## src/rtl/mips_defs.sv

```systemverilog
// Shared encodings for the MIPS pipeline: writeback source select and load kinds.
// Also holds the packed layout of the M/W pipeline register.
package mips_defs;

  localparam logic [1:0] WSEL_ALU = 2'b00;
  localparam logic [1:0] WSEL_MEM = 2'b01;
  localparam logic [1:0] WSEL_PC8 = 2'b10;
  localparam logic [1:0] WSEL_RSV = 2'b11;

  localparam logic [2:0] LD_W  = 3'b000;
  localparam logic [2:0] LD_B  = 3'b001;
  localparam logic [2:0] LD_BU = 3'b010;
  localparam logic [2:0] LD_H  = 3'b011;
  localparam logic [2:0] LD_HU = 3'b100;

  // Contents of the W stage; an all-zero value is a bubble.
  typedef struct packed {
    logic        valid;
    logic        regwrite;
    logic [4:0]  wa;
    logic [31:0] alu;
    logic [31:0] dm;
    logic [31:0] pc8;
    logic [1:0]  wsel;
    logic [2:0]  ldtype;
  } w_reg_t;

endpackage

```

## src/rtl/load_ext.sv

```systemverilog
// Selects the addressed byte/halfword lane of a little-endian memory word and extends it.
// Purely combinational so the M stage can reuse it for load forwarding.
module load_ext
  import mips_defs::*;
(
  input  logic [31:0] dm,
  input  logic [1:0]  offset,
  input  logic [2:0]  ldtype,
  output logic [31:0] data
);

  logic [7:0]  byte_sel;
  logic [15:0] half_sel;

  always_comb begin
    // NOTE: every signal written here gets a value before the case, so no path can infer a latch.
    byte_sel = dm[8*offset +: 8];
    half_sel = offset[1] ? dm[31:16] : dm[15:0];
    data     = dm;
    case (ldtype)
      LD_B:    data = {{24{byte_sel[7]}}, byte_sel};
      LD_BU:   data = {24'h0, byte_sel};
      LD_H:    data = {{16{half_sel[15]}}, half_sel};
      LD_HU:   data = {16'h0, half_sel};
      default: data = dm;  // lw and reserved codes pass the word through
    endcase
  end

endmodule

```

## src/rtl/wb_stage.sv

```systemverilog
// Writeback stage: M/W pipeline register, GRF write-port generation and a retired counter.
// Stall holds W, clr loads a bubble, and reset clears everything asynchronously.
module wb_stage
  import mips_defs::*;
(
  input  logic        clk,
  input  logic        rst,
  input  logic        en,
  input  logic        clr,
  input  logic        m_valid,
  input  logic        m_regwrite,
  input  logic [4:0]  m_wa,
  input  logic [31:0] m_alu,
  input  logic [31:0] m_dm,
  input  logic [31:0] m_pc8,
  input  logic [1:0]  m_wsel,
  input  logic [2:0]  m_ldtype,
  output logic        w_valid,
  output logic        regwrite,
  output logic [4:0]  wa,
  output logic [31:0] wd,
  output logic [31:0] pc8,
  output logic [31:0] retired
);

  w_reg_t      w_q;
  w_reg_t      m_word;
  logic [31:0] retired_q;
  logic [31:0] load_data;

  assign m_word = '{valid:    m_valid,
                    regwrite: m_regwrite,
                    wa:       m_wa,
                    alu:      m_alu,
                    dm:       m_dm,
                    pc8:      m_pc8,
                    wsel:     m_wsel,
                    ldtype:   m_ldtype};

  // NOTE: state updates use non-blocking assignments so every register samples pre-edge values.
  always_ff @(posedge clk or posedge rst) begin
    if (rst) begin
      w_q       <= '0;
      retired_q <= '0;
    end else if (clr) begin
      w_q <= '0;
    end else if (en) begin
      // An invalid M slot still loads as a full bubble, not a half-valid entry.
      w_q <= m_valid ? m_word : '0;
      if (m_valid) retired_q <= retired_q + 32'd1;
    end
  end

  load_ext u_load_ext (
    .dm     (w_q.dm),
    .offset (w_q.alu[1:0]),
    .ldtype (w_q.ldtype),
    .data   (load_data)
  );

  always_comb begin
    wd = '0;
    case (w_q.wsel)
      WSEL_ALU: wd = w_q.alu;
      WSEL_MEM: wd = load_data;
      WSEL_PC8: wd = w_q.pc8;
      default:  wd = '0;
    endcase
  end

  // $0 is hardwired; suppress the write here so grf never sees it.
  assign regwrite = w_q.valid & w_q.regwrite & (w_q.wa != 5'd0);
  assign w_valid  = w_q.valid;
  assign wa       = w_q.wa;
  assign pc8      = w_q.pc8;
  assign retired  = retired_q;

endmodule

```

## config.mk

```make
export PLATFORM = sky130hd
export DESIGN_NAME = wb_stage
export DESIGN_NICKNAME = d
export VERILOG_FILES = /design/src/rtl/mips_defs.sv /design/src/rtl/load_ext.sv /design/src/rtl/wb_stage.sv
export SDC_FILE = /design/constraint.sdc
export NUM_CORES = 1
export LEC_CHECK = 0
export ABC_AREA = 1
export BUFFER_PORTS_ARGS = -buffer_cell sky130_fd_sc_hd__buf_2
export CAP_MARGIN = 20
export CORE_MARGIN = 4
export CORE_UTILIZATION = 48
export CTS_BUF_LIST = sky130_fd_sc_hd__clkbuf_16
export DETAILED_ROUTE_END_ITERATION = 6
export PLACE_DENSITY = 0.85
export SLEW_MARGIN = 0
export SYNTH_ARGS = -nofsm -noshare
export SYNTH_HDL_FRONTEND = slang
export SYNTH_SLANG_ARGS = --single-unit
```

## constraint.sdc

```tcl
create_clock -name clk -period 4.15 [get_ports clk]
set_input_delay 0.415 -clock clk [delete_from_list [all_inputs] [get_ports clk]]
set_output_delay 0.415 -clock clk [all_outputs]
set_load 0.1 [all_outputs]
```

==> results of run 1 <==
==> cell usage in the layout (no fill, tap or decap), types with 4 or more instances in the layout <==
master / count
a21oi_2: 30
a32o_1: 9
buf_2: 214
buf_4: 4
clkbuf_16: 17
clkinv_1: 4
clkinvlp_4: 5
dfrtp_1: 140
inv_1: 148
inv_2: 7
nand2_1: 273
nand2_2: 12
nand3_1: 49
nand4_1: 8
nor2_1: 40
nor2_2: 5
nor3_1: 5
o21ai_0: 109
o22ai_1: 28
xnor2_1: 9
xor2_1: 11
==> layout make-up <==
class | count | area share
tap | 216 | 0.02941
clock inverter | 15 | 0.01443
clock buffer | 17 | 0.04629
inverter | 157 | 0.06508
sequential | 140 | 0.3812
multi-input combinational | 612 | 0.3410
timing repair buffer | 219 | 0.1220
antenna | 2 | 0.0005446
==> report_power, final <==
part | switching (mW) | internal, mW | total [mW]
Clock | 0.572 | 0.869 | 1.44
Sequential | 0.0590 | 1.43 | 1.49
Combinational | 0.684 | 0.156 | 0.840
Total | 1.32 | 2.45 | 3.77
==> state kept, by name (all words and copies together), names as in the netlist <==
register  count
pc8          32
wa            5
w_valid       1
retired      32
w_q          70
==> logic make-up after synthesis <==
kind of cell    Yosys count  synth area share
simple gates            411            0.2372
buf+inv                 234            0.1461
fa+ha+maj                 1          0.001611
xor+xnor                 20           0.02256
flops                   140            0.4512
compound gates          180            0.1413
==> worst max-delay path, stage by stage (launching register included) <==
cell      delay, ns
dfrtp_1        0.90
nor2_1         0.13
o21ai_1        0.29
nand3b_4       0.18
nand3_4        0.28
nand2_1        0.09
nand2_1        0.07
buf_2          0.42
==> through the flow <==
stage / power (mW) / setup slack, ns / instances
6_report: 3.769 / 0.9276 / 1378
4_1_cts: 3.798 / 0.9276 / 1376
3_3_place_gp: 2.338 / 1.473 / 1344
2_1_floorplan: 2.192 / 1.861 / 986
3_5_place_dp: 2.351 / 1.391 / 1344
5_1_grt: 3.915 / 0.7055 / 1376
==> layer usage <==
| layer | global-route usage | routed length (microns) |
|---|---|---|
| met5 | 0 | 0 |
| met4 | 0.09574 | 704 |
| met3 | 0.06575 | 1914 |
| met2 | 0.3919 | 10340 |
| met1 | 0.3132 | 9015 |
==> worst min-delay path by stage <==
stage	startpoint	end	slack, ns	cells after the start
2_1_floorplan	w_q[71]	w_q[71]	0.49	1
3_3_place_gp	retired[14]	retired[14]	0.50	1
3_5_place_dp	retired[9]	retired[9]	0.51	1
4_1_cts	m_pc8[27]	pc8[27]	0.18	3
5_1_grt	m_pc8[27]	pc8[27]	0.19	3
6_report	rst	pc8[25]	0.12	3
==> impl_metrics.tcl, run 1 <==
set metrics [dict create \
    status "complete, no violations" \
    cts_tree "built" \
    clk_pin_slew_ns 0.06 \
    fin_util 0.5785 \
    placed_area_sq_um 8627 \
    via_count 7118 \
    syn_inst 986 \
    ff_latch_area_sq_um 3503 \
    avgViaCountPerCell 5.165 \
    path_class "flip-flop to output pin" \
    start_kind "flip-flop" \
    yosysMostFrequentCell "nand2_1" \
    numCtsBuffers 17 \
    cts-root-buf "clkbuf_16" \
    finClkSkew_ns 0.009113 \
    finalWirelength_microns 21970 \
    fp.dieW_microns 135.2 \
    wire_per_inst_microns 15.94 \
    final-max-slew-violation-count 0 \
    hold_path_class "primary input to async pin" \
    grt_pass1_vias 6736 \
    cts_hold_buf 0 \
    hpwl_microns 15940 \
    start_util 0.4888 \
    grt_antenna_before_repair 0 \
    reg2reg_to "retired[20]" \
    layout-drive-gt1-share 0.2750 \
    ctsResizeCount 0 \
    dieArea_sq_um 18280 \
    grt_pass1_wl_microns 34940 \
    p_leak_nw 4.489 \
    ys_ff_latch 140 \
    track_usage 0.2431 \
    htree_levels 4 \
    synth_ff_type "dfrtp_1" \
    synthArstFlopShare 1.000 \
    whs_ns 0.1225 \
    die-height_microns 135.2 \
    coreArea_sq_um 15890 \
    grt_max_degree 141 \
    cp-end-kind "output pin" \
    relSlewSlack 0.4010 \
    seq_area_frac_synth 0.4512 \
    synth_area_sq_um 7765 \
    r2r_cells 8 \
    worst_pin_slew_ns 0.8984 \
    yosysUniqueCellTypes 40 \
    hold_viol 0 \
    rsz0062_at_grt "false" \
    layout.nets 1260 \
    irDropWorstVdd_uv 342.2 \
    synthToLayoutAreaGrowth_pct 18.35 \
    synth-edff-count 0 \
    critical_path.max_fanout 30 \
    yosysWarnings 0 \
    syn-num-nets 1099 \
    synth_top_cell_by_area "dfrtp_1" \
    final_area_sq_um 9190 \
    fin_crit_sh 0.7765 \
    fill_cells 1463 \
    synthTopCellsByCount "nand2_1 (274), inv_1 (148), dfrtp_1 (140)" \
    cts.sinks 140 \
    crit_path_start "w_q[70]" \
    cp.required_ns 3.73 \
    place.gp.congestion 0.9074 \
    multiInputGateArea_sq_um 3134 \
    worstPathArrival_ns 2.81 \
    grt_overflow 0 \
    fmax_mhz 310.3 \
    avgSynthCellArea_sq_um 7.875 \
    period_needed_ns 3.222 \
    ioPinCount 215 \
    postCtsSetupBuffers 0 \
    clock_latency_ns 0.42 \
    drt-pass1-iter-count 6 \
    drv_cap 0 \
    r2r_setup_slack_ns 2.47 \
    crit_end "wd[28]" \
    synth_top_area_share 0.4512 \
    rows 46 \
    synth.area.top_cells "dfrtp_1 (45%), nand2_1 (13%), inv_1 (7.2%)" \
    tns_ns 0 \
    drc 0 \
    clock_path_buffers 2 \
    drtIter0Drc 530 \
    power_density_nw_per_um2 410.1 \
    ant_nets 0 \
    port_buffers 214 \
    r2r_start "retired[1]" \
    setup_viol 0 \
]
(Power assumes the default switching activity.)
==> inputs of run 2 (changes only) <==
==> constraint.sdc (replaced) <==
create_clock -name clk -period 2.8 [get_ports clk]
set_input_delay 0.28 -clock clk [delete_from_list [all_inputs] [get_ports clk]]
set_output_delay 0.28 -clock clk [all_outputs]
set_load 0.1 [all_outputs]
==> run 2 against run 1 <==
  * Non-clock buffer count up 6
  * Global-route usage up 0.37 points
  * Largest power group unchanged
  * Die area unchanged
  * Sequential power up 48%
  * Cell count up 0.36%
  * Critical path depth down 1
  * Via count about the same
  * Setup slack worse by 0.79 ns
  * Sequential share of layout area down 1.0 points
  * Power up 45%
  * Register-to-register slack worse by 1.3 ns
  * Largest cell class unchanged
==> impl_metrics.tcl, run 2 (synthesis results as in run 1) <==
set metrics [dict create \
    cts.sinks 140 \
    antenna_cells 0 \
    fp.dieW_microns 135.2 \
    ant_nets 0 \
    coreArea_sq_um 15890 \
    worstPathArrival_ns 2.39 \
    worst_pin_slew_ns 0.6363 \
    die-height_microns 135.2 \
    drv_cap 0 \
    postCtsSetupBuffers 0 \
    grt_overflow 0 \
    largest_reg_flops 70 \
    critical_path.max_fanout 28 \
    htree_levels 4 \
    layout_commonest_cell "nand2_1" \
    layout.nets 1267 \
    grt_max_degree 87 \
    tns_ns 0 \
    final-max-slew-violation-count 0 \
    avgViaCountPerCell 5.149 \
    place.gp.congestion 0.9163 \
    numCtsBuffers 17 \
    r2r_setup_slack_ns 1.14 \
    start_util 0.4888 \
    period_needed_ns 2.667 \
    hold_viol 0 \
    path_cells "nor2_1 -> inv_2 -> o22ai_1 -> inv_1 -> nand2_1 -> buf_2" \
    fin_crit_sh 0.9526 \
    grt_pass1_vias 6982 \
    setup_viol 0 \
    relSlewSlack 0.5758 \
    slowest_stage "buf_2" \
    drt-pass1-iter-count 6 \
    ioPinCount 215 \
    cp_slowest_stage_delay_ns 0.44 \
    reg2reg_to "retired[20]" \
    port_buffers 214 \
    dieArea_sq_um 18280 \
    hold_path_class "primary input to flip-flop" \
    rsz0062_at_grt "false" \
    cp-end-kind "output pin" \
    final_cell_mix "nand2_1 (273), buf_2 (200), inv_1 (148)" \
    finalWirelength_microns 22390 \
    drtIter0Drc 513 \
    largest_register "w_q" \
    cp.required_ns 2.52 \
    via_count 7121 \
    crit_path_start "w_q[3]" \
    r2r_cells 8 \
    irDropWorstVdd_uv 745.9 \
    track_usage 0.2467 \
    layout_setup_ws_ns 0.1328 \
    hpwl_microns 16520 \
    cts-root-buf "clkbuf_16" \
    p_leak_nw 4.553 \
    r2r_start "retired[1]" \
    place_inst 1349 \
    cts_tree "built" \
    finClkSkew_ns 0.008035 \
    clk_pin_slew_ns 0.06 \
    dpl_worst_slack_ns 0.5313 \
    synthToLayoutAreaGrowth_pct 21.62 \
    crit_end "wd[15]" \
    clock_path_buffers 2 \
    start_kind "flip-flop" \
    fill_cells 1398 \
    clock_latency_ns 0.42 \
    power_density_nw_per_um2 580.1 \
    drc 0 \
    final_cells 1383 \
    layout-drive-gt1-share 0.2776 \
    fmax_mhz 374.9 \
    rows 46 \
    grt_pass1_wl_microns 35440 \
    path_class "flip-flop to output pin" \
    status "complete, no violations" \
    grt_antenna_before_repair 1 \
    wire_per_inst_microns 16.19 \
]
## run 2: metrics by stage
step | instance area (sq um) | hold slack [ns] | utilization | power, mW
detailed placement | 8912 | 0.3636 | 0.5610 | 3.541
finish | 9444 | 0.06411 | 0.5945 | 5.479
global placement | 8912 | 0.3542 | 0.5610 | 3.524
CTS | 9433 | 0.05287 | 0.5938 | 5.512
global route | 9444 | 0.06005 | 0.5945 | 5.693
floorplan | 7769 | 0.4010 | - | 3.249
## run 2: how the worst min path moves through the flow
stage,end,cells past startpoint,slack (ns),from
3_3_place_gp,pc8[25],2,0.35,rst
3_5_place_dp,pc8[24],2,0.36,rst
6_report,wa[4],3,0.06,m_wa[4]
2_1_floorplan,pc8[10],2,0.40,m_pc8[10]
5_1_grt,wa[3],3,0.06,m_wa[3]
4_1_cts,wa[4],3,0.05,m_wa[4]
## run 2: worst max-delay path: cells and delay by family, from the launching register on
family | cells | cell delay, ns
buffers and inverters | 3 | 0.87
DFF | 1 | 0.39
AOI/OAI and AO/OA | 1 | 0.28
and+or+nand+nor | 2 | 0.41
## run 2: where the power goes
part	internal (mW)	switching [mW]	leakage, nW
clock	1.11	0.862	0.243
combinational	0.281	1.03	2.40
sequential	2.12	0.0813	1.91
total	3.51	1.97	4.55
## run 2: cell type report
class                   count  area, sq um  share of cell area
flip-flops and latches    140         3503              0.3710
repair buffers            225         1416              0.1500
clock inverters            15        85.08            0.009009
well taps                 216        270.3             0.02862
multi-input cells         613         3146              0.3331
clock buffers              17        425.4             0.04505
inverters                 157        598.1             0.06333
## run 2: routing by layer
| layer | global-route usage | share of wire | wire [microns] | vias to the layer above |
|---|---|---|---|---|
| li1 | - | - | - | 3418 |
| met3 | 0.06352 | 0.086 | 1916 | 46 |
| met2 | 0.4082 | 0.48 | 10670 | 314 |
| met4 | 0.1002 | 0.031 | 690 | 2 |
| met1 | 0.3096 | 0.41 | 9104 | 3341 |
| met5 | 0 | 0.00058 | 13 | - |
## run 2: what timing repair did
action,4_1_cts,5_1_grt
endpoints found under the hold margin,20,0
hold buffers,1,0
resized for setup,0,0
setup endpoints to repair,0,8
